File: src/rtl/usb_tx_pkg.sv
// -----------------------------------------------------------------------------
// usb_tx_pkg
// Shared types and constants for the USB TX arbiter slice.
//   tx_pkt_t     : engine command codes driven on tx_packet
//   arb_state_t  : arbiter FSM states
//   MAX_RETRY    : start-timeout reissues allowed when TX_RETRY_EN is defined
//   cnt_width()  : width of the shared timeout/gap down-counter
// -----------------------------------------------------------------------------
package usb_tx_pkg;

  typedef enum logic [1:0] {
    PKT_NONE = 2'b00,
    PKT_DATA = 2'b01,
    PKT_ACK  = 2'b10,
    PKT_NAK  = 2'b11
  } tx_pkt_t;

  typedef enum logic [2:0] {
    ST_IDLE,
    ST_ISSUE,
    ST_WAIT_START,
    ST_WAIT_END,
    ST_GAP
  } arb_state_t;

  localparam int MAX_RETRY = 3;

  // Wide enough to hold the larger of the two cycle limits.
  function automatic int cnt_width(input int a, input int b);
    return $clog2((a > b) ? a : b) + 1;
  endfunction

endpackage

File: src/rtl/usb_tx_gap_timer.sv
// -----------------------------------------------------------------------------
// usb_tx_gap_timer
// Loadable down-counter with a zero flag. One instance serves both the
// start-timeout in WAIT_START and the inter-packet gap in GAP, since the
// arbiter is never in both states at once.
// Ports:
//   clk, n_rst : clock, asynchronous active-low reset
//   load       : load load_val (has priority over en)
//   en         : decrement by one, saturating at zero
//   load_val   : value to load
//   zero       : count is zero
// -----------------------------------------------------------------------------
module usb_tx_gap_timer #(
  parameter int W = 8
) (
  input  logic         clk,
  input  logic         n_rst,
  input  logic         load,
  input  logic         en,
  input  logic [W-1:0] load_val,
  output logic         zero
);

  logic [W-1:0] count_q;

  // NOTE: sequential state is written with non-blocking assignments so every
  // flop samples the pre-edge values of its neighbours.
  always_ff @(posedge clk or negedge n_rst) begin
    if (!n_rst) begin
      count_q <= '0;
    end else if (load) begin
      count_q <= load_val;
    end else if (en && (count_q != '0)) begin
      count_q <= count_q - 1'b1;
    end
  end

  assign zero = (count_q == '0);

endmodule

File: src/rtl/usb_tx_arbiter.sv
// -----------------------------------------------------------------------------
// usb_tx_arbiter
// Shares the USB TX packet engine between the handshake responder (ACK/NAK)
// and the host data path (DATA). Grants one requester at a time, issues a
// one-cycle command, follows engine busy/done, then holds an inter-packet gap.
// Handshake has strict priority. All outputs are registered.
// Ports:
//   clk, n_rst          : clock, asynchronous active-low reset
//   hs_req/hs_type      : handshake request (level) and 0=ACK/1=NAK
//   hs_grant            : one-cycle grant to the handshake requester
//   data_req/data_size  : DATA request (level) and payload bytes
//   data_grant          : one-cycle grant to the data requester
//   buffer_occupancy    : bytes in the TX buffer, gates data eligibility
//   tx_busy             : engine active
//   tx_packet           : command 00 none / 01 DATA / 10 ACK / 11 NAK
//   tx_packet_data_size : DATA payload size, held until the next issue
//   tx_done / tx_error  : packet finished / engine never started
//   arb_busy            : high whenever not IDLE
// Build option: TX_RETRY_EN -- reissue the same command on start timeout, up
// to MAX_RETRY times, before reporting tx_error.
// -----------------------------------------------------------------------------
module usb_tx_arbiter
  import usb_tx_pkg::*;
#(
  parameter int GAP_CYCLES    = 16,
  parameter int START_TIMEOUT = 64,
  parameter int BUF_DEPTH     = 64
) (
  input  logic       clk,
  input  logic       n_rst,
  input  logic       hs_req,
  input  logic       hs_type,
  output logic       hs_grant,
  input  logic       data_req,
  input  logic [6:0] data_size,
  output logic       data_grant,
  input  logic [6:0] buffer_occupancy,
  input  logic       tx_busy,
  output logic [1:0] tx_packet,
  output logic [6:0] tx_packet_data_size,
  output logic       tx_done,
  output logic       tx_error,
  output logic       arb_busy
);

  localparam int CNT_W = cnt_width(GAP_CYCLES, START_TIMEOUT);
  // WAIT_START spans START_TIMEOUT-1 cycles so tx_error lands exactly
  // START_TIMEOUT cycles after the ISSUE cycle.
  localparam logic [CNT_W-1:0] START_LOAD = CNT_W'(START_TIMEOUT - 2);
  localparam logic [CNT_W-1:0] GAP_LOAD   = CNT_W'(GAP_CYCLES - 1);

  arb_state_t       state_q, state_d;
  tx_pkt_t          cmd_q, cmd_d, pkt_d;
  logic [6:0]       size_d;
  logic             hs_grant_d, data_grant_d, done_d, error_d;
  logic             busy_early_q;
  logic             tmr_load, tmr_en, tmr_zero;
  logic [CNT_W-1:0] tmr_val;
  logic             data_ok;
`ifdef TX_RETRY_EN
  logic [1:0]       retry_q, retry_d;
`endif

  // Zero-length packets pass the occupancy test trivially; oversize never do.
  assign data_ok = data_req && (data_size <= 7'(BUF_DEPTH))
                && (buffer_occupancy >= data_size);

  usb_tx_gap_timer #(.W(CNT_W)) u_timer (
    .clk      (clk),
    .n_rst    (n_rst),
    .load     (tmr_load),
    .en       (tmr_en),
    .load_val (tmr_val),
    .zero     (tmr_zero)
  );

  // NOTE: every signal driven here gets a default first, so no path through
  // the case leaves one unassigned and no latch is inferred.
  always_comb begin
    state_d      = state_q;
    cmd_d        = cmd_q;
    pkt_d        = PKT_NONE;
    size_d       = tx_packet_data_size;
    hs_grant_d   = 1'b0;
    data_grant_d = 1'b0;
    done_d       = 1'b0;
    error_d      = 1'b0;
    tmr_load     = 1'b0;
    tmr_en       = 1'b0;
    tmr_val      = '0;
`ifdef TX_RETRY_EN
    retry_d      = retry_q;
`endif
    unique case (state_q)
      ST_IDLE: begin
        if (hs_req) begin
          state_d    = ST_ISSUE;
          hs_grant_d = 1'b1;
          cmd_d      = hs_type ? PKT_NAK : PKT_ACK;
          pkt_d      = cmd_d;
          size_d     = '0;
`ifdef TX_RETRY_EN
          retry_d    = '0;
`endif
        end else if (data_ok) begin
          state_d      = ST_ISSUE;
          data_grant_d = 1'b1;
          cmd_d        = PKT_DATA;
          pkt_d        = PKT_DATA;
          size_d       = data_size;
`ifdef TX_RETRY_EN
          retry_d      = '0;
`endif
        end
      end
      ST_ISSUE: begin
        state_d  = ST_WAIT_START;
        tmr_load = 1'b1;
        tmr_val  = START_LOAD;
      end
      ST_WAIT_START: begin
        // Busy seen during ISSUE counts as the rise even if it has since fallen.
        if (tx_busy || busy_early_q) begin
          state_d = ST_WAIT_END;
        end else if (tmr_zero) begin
`ifdef TX_RETRY_EN
          if (retry_q < 2'(MAX_RETRY)) begin
            retry_d = retry_q + 2'd1;
            state_d = ST_ISSUE;
            pkt_d   = cmd_q;
          end else begin
            error_d = 1'b1;
            state_d = ST_IDLE;
          end
`else
          error_d = 1'b1;
          state_d = ST_IDLE;
`endif
        end else begin
          tmr_en = 1'b1;
        end
      end
      ST_WAIT_END: begin
        if (!tx_busy) begin
          done_d   = 1'b1;
          state_d  = ST_GAP;
          tmr_load = 1'b1;
          tmr_val  = GAP_LOAD;
        end
      end
      ST_GAP: begin
        if (tmr_zero) state_d = ST_IDLE;
        else          tmr_en  = 1'b1;
      end
      default: state_d = ST_IDLE;
    endcase
  end

  always_ff @(posedge clk or negedge n_rst) begin
    if (!n_rst) begin
      state_q             <= ST_IDLE;
      cmd_q               <= PKT_NONE;
      busy_early_q        <= 1'b0;
      hs_grant            <= 1'b0;
      data_grant          <= 1'b0;
      tx_packet           <= PKT_NONE;
      tx_packet_data_size <= '0;
      tx_done             <= 1'b0;
      tx_error            <= 1'b0;
      arb_busy            <= 1'b0;
    end else begin
      state_q             <= state_d;
      cmd_q               <= cmd_d;
      busy_early_q        <= (state_q == ST_ISSUE) && tx_busy;
      hs_grant            <= hs_grant_d;
      data_grant          <= data_grant_d;
      tx_packet           <= pkt_d;
      tx_packet_data_size <= size_d;
      tx_done             <= done_d;
      tx_error            <= error_d;
      arb_busy            <= (state_d != ST_IDLE);
    end
  end

`ifdef TX_RETRY_EN
  always_ff @(posedge clk or negedge n_rst) begin
    if (!n_rst) retry_q <= '0;
    else        retry_q <= retry_d;
  end
`endif

endmodule

File: config.mk
export PLATFORM = sky130hd
export DESIGN_NAME = usb_tx_arbiter
export DESIGN_NICKNAME = d
export VERILOG_FILES = /design/src/rtl/usb_tx_pkg.sv /design/src/rtl/usb_tx_gap_timer.sv /design/src/rtl/usb_tx_arbiter.sv
export SDC_FILE = /design/constraint.sdc
export NUM_CORES = 1
export LEC_CHECK = 0
export CORE_MARGIN = 2
export CORE_UTILIZATION = 45
export DETAILED_ROUTE_END_ITERATION = 12
export PLACE_DENSITY = 0.74
export SYNTH_ARGS = -nofsm -noshare
export SYNTH_HDL_FRONTEND = slang
export SYNTH_HIERARCHICAL = 1
export SYNTH_SLANG_ARGS = --single-unit
File: constraint.sdc
create_clock -name clk -period 5.5 [get_ports clk]
set_clock_uncertainty 0.15 [all_clocks]
set_input_delay 1.65 -clock clk [delete_from_list [all_inputs] [get_ports clk]]
set_output_delay 1.65 -clock clk [all_outputs]
set_load 0.02 [all_outputs]
# Word level (Yosys, flattened, before mapping)
# Cells that the tools add are included.
[classes]
add_sub_neg = 1
order_cmp = 2
eq_ne = 4
n_mux = 30
reduce_logical = 12
[op_table]
columns = ["op", "count"]
rows = [
  ["2-to-1 mux 7 bit", 4],
  ["2-to-1 mux 3 bit", 5],
  ["one-hot mux 3 bit (5 select lines)", 1],
  ["2-to-1 mux 1 bit", 14],
  ["one-hot mux 6 bit (2 select lines)", 1],
  ["greater-or-equal comparator 7 bit", 1],
  ["less-or-equal comparator 7 bit (second input constant)", 1],
  ["zero test 7 bit", 1],
  ["nonzero test 7 bit", 1],
  ["subtractor 7 x 1 -> 7 bit (second input constant)", 1],
  ["== test 3 x 2 -> 1 bit (second input constant)", 2],
  ["logical AND 1 bit", 4],
  ["2-to-1 mux 2 bit", 2],
  ["2-to-1 mux 4 bit", 1],
  ["one-hot mux 1 bit (2 select lines)", 2],
  ["nonzero test 2 bit", 2],
  ["== test 3 x 1 -> 1 bit (second input constant)", 1],
  ["== test 3 bit (second input constant)", 1],
  ["zero test 3 bit", 1],
  ["nonzero test 3 bit", 1],
  ["AND reduction 2 bit", 1],
  ["logical OR 1 bit", 1],
]
[totals]
regBits = 25
out_inout_bits = 14
wordCells = 59

# Depth between registers and ports, before layout
# Gate-level depths: netlist of the first run.
[logic_depth]
depth_word = 7
ltp_mapped = 8

# Hierarchy
# Netlist of the first run, hierarchy kept.
[modules_own_cells]
columns = ["mod", "n_inst", "cells_per_inst", "area_per_inst_um2", "seq_area_each_um2"]
rows = [
  ["usb_tx_arbiter", 1, 100, 945.9, 425.4],
  ["usb_tx_gap_timer", 1, 52, 461.7, 175.2],
]

# Worst setup path after synthesis of the first run
# OpenSTA, ideal clock, no wires.
[synth_path]
path_kind = "input to register"
from = "input port tx_busy"
to = "register u_timer.count_q[3]"
setup_time_ns = 0.078
arrival_ns = 3.293
t_required_ns = 5.272
slack_ns = 1.979
path_stages = 7
n_path_buf = 0
path_cell_list = "nor2_1 > nand2_1 > o21a_1 > nor3_1 > or4b_1 > a311o_1 > a21oi_1"
[synth_via]
elab_chain_cells = 5
[synth_rtl]
columns = ["element", "line_no", "source"]
rows = [
  ["start, declared", "usb_tx_arbiter.sv:38", "input logic tx_busy,"],
  ["logical OR 1 bit", "usb_tx_arbiter.sv:123", "if (tx_busy || busy_early_q) begin"],
  ["2-to-1 mux 1 bit", "usb_tx_arbiter.sv:123", ""],
  ["one-hot mux 1 bit (2 select lines)", "usb_tx_arbiter.sv:94", "unique case (state_q)"],
  ["net tmr_en", "usb_tx_arbiter.sv:57", "logic tmr_load, tmr_en, tmr_zero;"],
  ["logical AND 1 bit", "usb_tx_gap_timer.sv:33", "end else if (en && (count_q != '0)) begin"],
  ["nonzero test 2 bit (no line)", "-", ""],
  ["end signal, assigned", "usb_tx_gap_timer.sv:32", "count_q <= load_val;"],
  ["end signal, assigned", "usb_tx_gap_timer.sv:34", "count_q <= count_q - 1'b1;"],
  ["end, declared", "usb_tx_gap_timer.sv:24", "logic [W-1:0] count_q;"],
]
# The timed path passes the listed nets, and every way through them passes these cells.
# A chain may end at the register's enable or synchronous reset.

# Worst setup path in the final report of the first run
# Ends and elaborated chain as after synthesis.

==> impl_results.md, run 1 <==
- Cell Chain, Critical Path: clkdlybuf4s50_1 > nor2_1 > nand2_1 > o21a_1 > nor3_1 > or4b_1 > a311o_1 > a21oi_1
- Overflow left after global routing: 0
- Regs by FF count: tx_packet_data_size: 7 flops, u_timer/count_q: 7 flops, state_q: 3 flops
- CTS Hold Bufs: 0
- Syn. warnings: 6
- Worst-margin pin slew: 1.05 ns
- Vias post-DR: 1200
- Required time of the critical path: 5.58 ns
- Post-CTS Resized: 0
- Non-Filler Cell Area, Final: 1780 um^2
- Syn Inst Count: 152
- Setup TNS: 0 ns
- DPL Wire Length: between 2 and 2.5 mm
- CTS Buffer Depth: 2
- Cells after DPL: 214
- Asr flop ratio synth: 1.00
- Final min period: 3.99 ns
- Final Hold Viols: 0
- Htree depth: 1
- Crit path max fanout: 7
- DRC: 0
- Largest net degree at the start of global routing: 25
- CP max-delay cell: nor3_1
- Final setup viols: 0
- Number of global-route vias before repair: 1177
- RSZ-0062 raised after global routing: false
- Clock root cell: clkbuf_4
- CP bufs+invs: 1
- Crit path kind: input pin to flop
- Core ar.: 3000 um^2
- Rows: 20
- Slowest stage delay, CP: 0.53 ns
- Wire length on met2: between 1.5 and 2 mm
- Post-synthesis sequential area ratio: 0.427
- Post-Syn Area: 1410 um^2
- Layout cells sized above 1: 0.0598
- ANT nets after route: 0
- Nets@finish: around 210
- # diodes: 0
- Final Core Density: 0.593
- DR vias/cell: ~5.5
- Max Fclk: 0.250 GHz
- CP delay by family, top: simple AND/OR/NAND/NOR gates
- GPL Wtd Cong: 0.797
- Total power per unit cell area: between 400 and 500 nW/um^2
- # clock sinks: 24
- Worst EP arrival: approximately 4 ns
- Total Routing Usage GR: 0.188
- Commonest non-fill, non-tap cell in the layout: clkdlybuf4s50_1
- Wire length on met1: 1.25 mm
- Dominant synthesized flop cell: dfrtp_1
- Hold Path Class: flop to flop
- Xor and xnor area share after synthesis: 0
- Routed WL: ~3 mm
- Post-synth EDFFs: 0
- Max IR drop VDD: approximately 0.23 mV
- Average cell area after synthesis: 9.26 um^2
- Pins Over Slew Limit: 0
- Clock Pin Slew Worst Setup and Hold Paths: 0.11 ns
- Pleak: 0.772 nW
- Synth unique cells: 43
- Status: complete, no violations
- Port Buffers: 33
- Mux cell area share after synthesis: 0.0498
- Area delta synth->final: 26.4%
- I/O Pins: 34
- Compound-Gate Fraction of Synth Area: 0.166
- Crit path launch type: input pin
- Largest family of logic cells by synthesized area: simple AND/OR/NAND/NOR gates
- Initial core utilization: 0.469
- Metal3 WL: 118 um
- Skew-Pair Late Insertion Delay: roughly 0.31 ns
- Number of iterations in the first detailed-routing pass: 4
- Non-Filler Instances: 217
- Number of buffers created by CTS: 3
- Total die area: 3590 um^2
- DRT iter0 DRCs: 41
- Initial antenna violation count: 0
- WHS: 0.401 ns
- Post-Synth Simple-Gate Area: 0.228
- Die height: ~60 um
- Post-CTS Setup Bufs: 0
- Die Width: about 60 um
- Uppermost layer routed: met4
- Fillers: 270
- First-pass GRT wire length: 5.14 mm
- Multi-input gate area: roughly 730 um^2
- Max transition margin: 0.301
- Average wire per standard cell: approximately 14 um
- Post-DP Area: 1760 um^2
- Max Cap Viol: 0
- Critical path endpoint category: flop
- Net Count, Synth: 180
- Final cycle utilization of the critical path: 0.726
- Most frequent cells in the layout: 33 x clkdlybuf4s50_1, 24 x dfrtp_1, 22 x nand2_1, 11 x inv_1, 9 x a21oi_1
- CTS tree: yes
- FF/Latch Area: about 600 um^2
- Flops & latches, synth: 24
- Synth Area in Adders: 0.0711
synth_stat cells, drive strengths merged, types with 3 or more instances:
master | count | area [um^2]
dfrtp | 24 | 601
nand2 | 22 | 82.6
inv | 12 | 45.0
a21oi | 9 | 45.0
ha | 8 | 100
nor2 | 8 | 30.0
mux2i | 7 | 70.1
nor3 | 7 | 40.0
nand2b | 5 | 31.3
nor2b | 5 | 31.3
o21ai | 4 | 20.0
a211oi | 3 | 22.5
clkbuf | 3 | 11.3
nor4 | 3 | 18.8
o31ai | 3 | 27.5
or2 | 3 | 18.8
per-stage QoR:
stage	worst slack (ns)	power, W
floorplan	1.98	0.000538
global placement	1.36	0.000645
detailed placement	1.22	0.000663
CTS	1.53	0.000739
global route	1.35	0.000793
finish	1.51	0.000733
path summary, 6_finish.rpt:
kind | endpoint | cells after the start | slack, ns | start
worst max-delay path | u_timer/count_q[3]$_DFFE_PN0P_ | 8 | 1.51 | tx_busy
worst min-delay path | tx_packet_data_size[6]$_DFFE_PN0P_ | 2 | 0.40 | tx_packet_data_size[6]$_DFFE_PN0P_
worst max register to register | u_timer/count_q[3]$_DFFE_PN0P_ | 8 | 2.56 | u_timer/count_q[0]$_DFFE_PN0P_
worst min register to register | tx_packet_data_size[6]$_DFFE_PN0P_ | 2 | 0.40 | tx_packet_data_size[6]$_DFFE_PN0P_
max in group asynchronous | u_timer/count_q[1]$_DFFE_PN0P_ | 1 | 2.81 | n_rst
min in group asynchronous | u_timer/count_q[5]$_DFFE_PN0P_ | 1 | 1.75 | n_rst
metal layers:
layer / track usage / vias to the layer above
met5: 0 / -
met4: 0.0571 / 0
met3: 0.0195 / 4
met2: 0.337 / 31
met1: 0.235 / 562
li1: - / 603
tightest hold or removal path, stage by stage, from the launching register on:
cell and delay (ns):
dfrtp_1 0.40, nand2_1 0.06, mux2i_1 0.05
final cells by class:
| cell class | instances | share of cell area |
|---|---|---|
| Multi-Input combinational cell | 110 | 0.409 |
| Clock buffer | 3 | 0.0127 |
| Tap cell | 33 | 0.0232 |
| Sequential cell | 24 | 0.338 |
| Inverter | 13 | 0.0274 |
| Timing Repair Buffer | 34 | 0.190 |
power by group:
group | leakage, nW | switching [W] | total, W | internal, W
clock network | 0.0138 | 0.0000471 | 0.0000726 | 0.0000256
logic | 0.446 | 0.000198 | 0.000364 | 0.000166
registers | 0.312 | 0.0000614 | 0.000296 | 0.000234
total | 0.772 | 0.000307 | 0.000733 | 0.000426
cells by family (layout without fill, tap and decap cells):
kind of cell	count (synthesis)	count (layout)
adder cells (fa/ha/maj)	8	8
other	1	1
AO/OA/AOI/OAI	32	32
AND/OR/NAND/NOR	62	62
multiplexers	7	7
buffers and inverters	18	50
flip-flops	24	24
Note: power is estimated with default switching activity, not from simulation.
==> inputs of run 2 (changes only) <==
--- a/config.mk
+++ b/config.mk
@@ -6,9 +6,9 @@
 export NUM_CORES = 1
 export LEC_CHECK = 0
 export CORE_MARGIN = 2
-export CORE_UTILIZATION = 45
+export CORE_UTILIZATION = 44
 export DETAILED_ROUTE_END_ITERATION = 12
-export PLACE_DENSITY = 0.74
+export PLACE_DENSITY = 0.75
 export SYNTH_ARGS = -nofsm -noshare
 export SYNTH_HDL_FRONTEND = slang
 export SYNTH_HIERARCHICAL = 1
==> constraint.sdc (replaced) <==
create_clock -name clk -period 3.29 [get_ports clk]
set_clock_uncertainty 0.15 [all_clocks]
set_input_delay 0.987 -clock clk [delete_from_list [all_inputs] [get_ports clk]]
set_output_delay 0.987 -clock clk [all_outputs]
set_load 0.02 [all_outputs]
==> impl_results.md, run 2 (same netlist as run 1, synthesis figures left out) <==
- Crit path kind: input pin to flop (unchanged)
- Net Sw Frac: 0.396 (was 0.418)
- Clock Pin Slew Worst Setup and Hold Paths: 0.14 ns (was 0.11 ns)
- Rows: 20 (unchanged)
- Max Cap Viol: 0 (unchanged)
- Worst-margin pin slew: 0.588 ns (was 1.05 ns)
- Cells after DPL: 229 (was 214)
- Initial antenna violation count: 0 (unchanged)
- Number of buffers created by CTS: 3 (unchanged)
- Register-to-Register Path Depth: 8 (unchanged)
- Max transition margin: 0.605 (was 0.301)
- Number of iterations in the first detailed-routing pass: 4 (unchanged)
- GRT met2 Usage: 0.313 (was 0.337)
- Final Hold Viols: 0 (unchanged)
- Total power per unit cell area: 717 nW/um^2 (was 412 nW/um^2)
- Overflow left after global routing: 0 (unchanged)
- Die height: 60.6 um (was 59.9 um)
- Skew-Pair Late Insertion Delay: 0.32 ns (was 0.31 ns)
- Vias post-DR: 1241 (was 1200)
- First-pass GRT wire length: 5.18 mm (was 5.14 mm)
- Largest net degree at the start of global routing: 25 (unchanged)
- Final cycle utilization of the critical path: 0.885
- Pre-CTS setup slack: 0.0343 ns (was 1.22 ns)
- Port Buffers: 33 (unchanged)
- Comb pwr share: 0.466 (was 0.497)
- Htree depth: 1 (unchanged)
- CTS Buffer Depth: 2 (unchanged)
- Seq pwr share: 0.372 (was 0.404)
- ANT nets after route: 0 (unchanged)
- Initial core utilization: 0.461 (was 0.469)
- Met1 Usage GRT: 0.239 (was 0.235)
- DRC: 0 (unchanged)
- Critical path endpoint category: flop (unchanged)
- DPL Wire Length: 2.42 mm (was 2.47 mm)
- DR vias/cell: 5.33 (was 5.53)
- CTS Hold Bufs: 0 (unchanged)
- Status: complete, no violations (unchanged)
- Post-CTS Setup Bufs: 0 (unchanged)
- Max Fclk: ~0.34 GHz
- Slowest stage delay, CP: 0.49 ns (was 0.53 ns)
- Core ar.: 3050 um^2 (was 3000 um^2)
- Worst Setup EP: arb_busy$_DFF_PN0_ (was u_timer/count_q[3]$_DFFE_PN0P_)
- # diodes: 0 (unchanged)
- Layout cells sized above 1: 0.0847 (was 0.0598)
- Number of global-route vias before repair: 1207 (was 1177)
- Worst r2r src: u_timer/count_q[1]$_DFFE_PN0P_ (was u_timer/count_q[0]$_DFFE_PN0P_)
- Crit path max fanout: 3 (was 7)
- GRT Max-Usage Layer: met2 (unchanged)
- Regs by FF count: tx_packet_data_size: 7 flops, u_timer/count_q: 7 flops, state_q: 3 flops (unchanged)
- Required time of the critical path: 3.34 ns (was 5.58 ns)
- Hold Path Class: flop to flop (unchanged)
- CP max-delay cell: or4_1 (was nor3_1)
- Nets@finish: 218 (was 214)
- Final min period: 2.91 ns
- Switching power: 0.000527 W (was 0.000307 W)
- Routed WL: 3.07 mm (was 3.05 mm)
- # clock sinks: 24 (unchanged)
- Met3 GRT Util: 0.0341 (was 0.0195)
- Total Routing Usage GR: 0.188 (about the same)
- Pleak: 0.806 nW (was 0.772 nW)
- Non-Filler Instances: 233 (was 217)
- Total die area: 3670 um^2 (was 3590 um^2)
- Die Width: 60.6 um (was 59.9 um)
- CTS tree: yes (unchanged)
- WHS: 0.392 ns (was 0.401 ns)
- I/O Pins: 34 (unchanged)
- Setup TNS: 0 ns (unchanged)
- Pins Over Slew Limit: 0 (unchanged)
- Setup ws final: 0.377 ns (was 1.51 ns)
- DRT iter0 DRCs: 82 (was 41)
- Commonest non-fill, non-tap cell in the layout: clkdlybuf4s50_1 (unchanged)
- Worst EP arrival: 2.97 ns (was 4.07 ns)
- FF-to-FF End: arb_busy$_DFF_PN0_ (was u_timer/count_q[3]$_DFFE_PN0P_)
- Post-CTS Resized: 0 (unchanged)
- Worst setup startpoint: data_size[0] (was tx_busy)
- Clock root cell: clkbuf_4 (unchanged)
- Crit path launch type: input pin (unchanged)
- Final setup viols: 0 (unchanged)
- Reg2Reg Setup Slack: 0.69 ns (was 2.56 ns)
- Cell Chain, Critical Path: clkdlybuf4s50_1 > ha_1 > nand2b_1 > a211oi_1 > nor4_1 > o2111a_2 > or4_1 (was clkdlybuf4s50_1 > nor2_1 > nand2_1 > o21a_1 > nor3_1 > or4b_1 > a311o_1 > a21oi_1)
- Area delta synth->final: 31.6% (was 26.4%)
- RSZ-0062 raised after global routing: false (unchanged)
- Int Pwr: 0.000802 W (was 0.000426 W)
- Max IR drop VDD: 0.255 mV (was 0.230 mV)
- Most frequent cells in the layout: 33 x clkdlybuf4s50_1, 24 x dfrtp_1, 22 x nand2_1, 11 x inv_1, 9 x a21oi_1 (unchanged)
- Average wire per standard cell: 13.2 um (was 14.0 um)
- Clock network fraction of design power: 0.162 (was 0.099)
- GPL Wtd Cong: 0.859 (was 0.797)
## run 2: cell count changes in the layout (fill, tap and decap cells not counted), sizes merged
cell	previous run	this run
buf	1	5
bufinv	0	1
## run 2: layer usage
metal,share of wire,up-vias,wire length (um)
li1,-,613,-
met1,0.42,574,1300
met2,0.49,46,1500
met3,0.063,8,192
met4,0.025,0,78
met5,0,-,0
## run 2: metrics by stage
stage               total power, W  instance area, um^2  utilization
detailed placement         0.00112                 1800        0.590
finish                     0.00133                 1850        0.607
floorplan                 0.000899                 1410            -
CTS                        0.00133                 1850        0.607
global placement           0.00109                 1800        0.590
global route               0.00144                 1850        0.607
## run 2: area by class of cell
cell class                 count  area, um^2
tap                           44        55.1
inverter                      13        48.8
sequential                    24         601
clock buffer                   3        22.5
multi-input combinational    110         728
fill                         260        1200
timing repair buffer          38         368
clock inverter                 1        30.0
## run 2: power by group through the flow
stage	Clock [W]	Combinational (W)	Sequential, W
floorplan	0	0.000399	0.000501
global placement	0	0.000597	0.000493
detailed placement	0	0.000616	0.000501
CTS	0.000217	0.000618	0.000493
global route	0.000234	0.000691	0.000514
finish	0.000215	0.000619	0.000494
## run 2: worst min-delay path by stage
stage | from | end | slack (ns) | cells after the start
3_3_place_gp | tx_packet_data_size[5]$_DFFE_PN0P_ | tx_packet_data_size[5]$_DFFE_PN0P_ | 0.36 | 2
2_1_floorplan | busy_early_q$_DFF_PN0_ | tx_error$_DFF_PN0_ | 0.39 | 2
4_1_cts | tx_packet_data_size[3]$_DFFE_PN0P_ | tx_packet_data_size[3]$_DFFE_PN0P_ | 0.40 | 2
3_5_place_dp | tx_packet_data_size[3]$_DFFE_PN0P_ | tx_packet_data_size[3]$_DFFE_PN0P_ | 0.38 | 2
6_report | tx_packet_data_size[3]$_DFFE_PN0P_ | tx_packet_data_size[3]$_DFFE_PN0P_ | 0.39 | 2
5_1_grt | tx_packet_data_size[2]$_DFFE_PN0P_ | tx_packet_data_size[2]$_DFFE_PN0P_ | 0.42 | 2
## run 2: critical path: cells and delay by family
| family | cells | cell delay [ns] |
|---|---|---|
| adder cells (fa/ha/maj) | 1 | 0.30 |
| buffers and inverters | 1 | 0.44 |
| AND/OR/NAND/NOR | 3 | 0.70 |
| AO/OA/AOI/OAI | 2 | 0.53 |
==> inputs of run 3 (changes only) <==
==> constraint.sdc (replaced) <==
create_clock -name clk -period 2.35 [get_ports clk]
set_clock_uncertainty 0.15 [all_clocks]
set_input_delay 0.705 -clock clk [delete_from_list [all_inputs] [get_ports clk]]
set_output_delay 0.705 -clock clk [all_outputs]
set_load 0.02 [all_outputs]
==> impl_results.md, run 3 (same netlist as run 1, synthesis figures left out) <==
- Status: complete, no violations (unchanged)
- Commonest non-fill, non-tap cell in the layout: buf_4 (was clkdlybuf4s50_1)
- Clock Pin Slew Worst Setup and Hold Paths: 0.14 ns (about the same)
- Crit path max fanout: 3 (unchanged)
- Nets@finish: 239 (was 218)
- Die height: 60.6 um (unchanged)
- Final cycle utilization of the critical path: 0.995
- # clock sinks: 24 (unchanged)
- Largest net degree at the start of global routing: 25 (unchanged)
- Crit path launch type: input pin (unchanged)
- Cells after DPL: 246 (was 229)
- Routed WL: 3.79 mm (was 3.07 mm)
- Total power per unit cell area: 1010 nW/um^2 (was 717 nW/um^2)
- Rows: 20 (unchanged)
- Non-Filler Cell Area, Final: 2130 um^2 (was 1850 um^2)
- Pleak: 0.953 nW (was 0.806 nW)
- Area delta synth->final: 51.2% (was 31.6%)
- Crit path kind: input pin to flop (unchanged)
- DR vias/cell: 5.26 (was 5.33)
- Layout cells sized above 1: 0.276 (was 0.0847)
- GPL Wtd Cong: 0.879 (was 0.859)
- Post-DP Area: 1950 um^2 (was 1800 um^2)
- Number of iterations in the first detailed-routing pass: 4 (unchanged)
- Total die area: 3670 um^2 (unchanged)
- ANT nets after route: 0 (unchanged)
- Most frequent cells in the layout: 25 x buf_4, 24 x dfrtp_1, 20 x nand2_1, 20 x clkdlybuf4s50_1, 9 x dlygate4sd2_1 (was 33 x clkdlybuf4s50_1, 24 x dfrtp_1, 22 x nand2_1, 11 x inv_1, 9 x a21oi_1)
- Final Hold Viols: 0 (unchanged)
- WHS: 0.388 ns (was 0.392 ns)
- I/O Pins: 34 (unchanged)
- Worst EP arrival: 2.40 ns (was 2.97 ns)
- CTS Buffer Depth: 2 (unchanged)
- Number of buffers created by CTS: 3 (unchanged)
- RSZ-0062 raised after global routing: true (was false)
- Skew-Pair Late Insertion Delay: 0.33 ns (was 0.32 ns)
- Final min period: 2.34 ns
- Final setup viols: 0 (unchanged)
- Hold Path Class: flop to flop (unchanged)
- Core ar.: 3050 um^2 (unchanged)
- Max Fclk: about 0.43 GHz
- Initial antenna violation count: 0 (unchanged)
- # diodes: 0 (unchanged)
- Regs by FF count: tx_packet_data_size: 7 flops, u_timer/count_q: 7 flops, state_q: 3 flops (unchanged)
- Setup TNS: 0 ns (unchanged)
- Die Width: 60.6 um (unchanged)
- Port Buffers: 33 (unchanged)
- Max Cap Viol: 0 (unchanged)
- DRT iter0 DRCs: 31 (was 82)
- Pins Over Slew Limit: 0 (unchanged)
- Critical path endpoint category: flop (unchanged)
- CTS Hold Bufs: 0 (unchanged)
- Required time of the critical path: 2.41 ns (was 3.34 ns)
- DRC: 0 (unchanged)
- Max IR drop VDD: 0.530 mV (was 0.255 mV)
- Average wire per standard cell: 14.9 um (was 13.2 um)
- Number of global-route vias before repair: 1371 (was 1207)
- CTS tree: yes (unchanged)
- Total Routing Usage GR: 0.220 (was 0.188)
- Final Core Density: 0.697 (was 0.607)
- Vias post-DR: 1337 (was 1241)
- Initial core utilization: 0.461 (unchanged)
- Non-Filler Instances: 254 (was 233)
- DPL Wire Length: 2.65 mm (was 2.42 mm)
- Htree depth: 1 (unchanged)
- Overflow left after global routing: 0 (unchanged)
- First-pass GRT wire length: 6.04 mm (was 5.18 mm)
- Clock root cell: clkbuf_4 (unchanged)
==> run 3: final timing paths <==
path                       slack [ns]                                 end  cells past startpoint                                from
max in group asynchronous        1.26      u_timer/count_q[0]$_DFFE_PN0P_                      2                               n_rst
hold / removal                   0.39  tx_packet_data_size[5]$_DFFE_PN0P_                      2  tx_packet_data_size[5]$_DFFE_PN0P_
setup / recovery                 0.01                  arb_busy$_DFF_PN0_                      7                        data_size[0]
setup reg to reg                 0.05      u_timer/count_q[5]$_DFFE_PN0P_                     11      u_timer/count_q[1]$_DFFE_PN0P_
min in group asynchronous        0.56                state_q[1]$_DFF_PN0_                      2                               n_rst
hold reg to reg                  0.39  tx_packet_data_size[5]$_DFFE_PN0P_                      2  tx_packet_data_size[5]$_DFFE_PN0P_
==> run 3: power by group <==
group | internal (W) | switching (W)
logic | 0.000579 | 0.000576
registers | 0.000547 | 0.000149
clock network | 0.000173 | 0.000134
total | 0.00130 | 0.000859
==> run 3: per-layer routing <==
| metal | GRT usage | vias to the layer above | routed length [um] |
|---|---|---|---|
| li1 | - | 656 | - |
| met4 | 0.0466 | 0 | 46 |
| met1 | 0.272 | 642 | 1580 |
| met3 | 0.0256 | 4 | 134 |
| met5 | 0 | - | 0 |
| met2 | 0.409 | 35 | 2030 |
==> run 3: area by class of cell <==
type	instances	area (um^2)
Fill cell	234	925
Clock buffer	3	22.5
Tap cell	44	55.1
Sequential cell	24	601
Inverter	13	48.8
Clock inverter	1	30.0
Timing Repair Buffer	59	519
Multi-Input combinational cell	110	852
==> run 3: timing repair <==
| action | CTS | global route |
|---|---|---|
| endpoints found under the hold margin | 0 | 0 |
| gates cloned | 0 | 0 |
| setup buffers | 3 | 1 |
| pin swaps | 15 | 4 |
| resized for setup | 25 | 12 |
| endpoints found under the setup margin | 12 | 11 |
==> run 3: critical path, cell delays in order <==
cell and delay (ns):
clkdlybuf4s15_2 0.21, ha_4 0.22, nand2b_4 0.14, a211oi_2 0.26, nor4_2 0.06, o2111a_2 0.28
or4_1 0.52
==> run 3: stage by stage <==
step | setup WS [ns] | total power (W)
floorplan | -0.0359 | 0.00130
global placement | -0.461 | 0.00168
detailed placement | -0.577 | 0.00173
CTS | -0.00328 | 0.00209
global route | -0.0307 | 0.00230
finish | 0.0120 | 0.00216
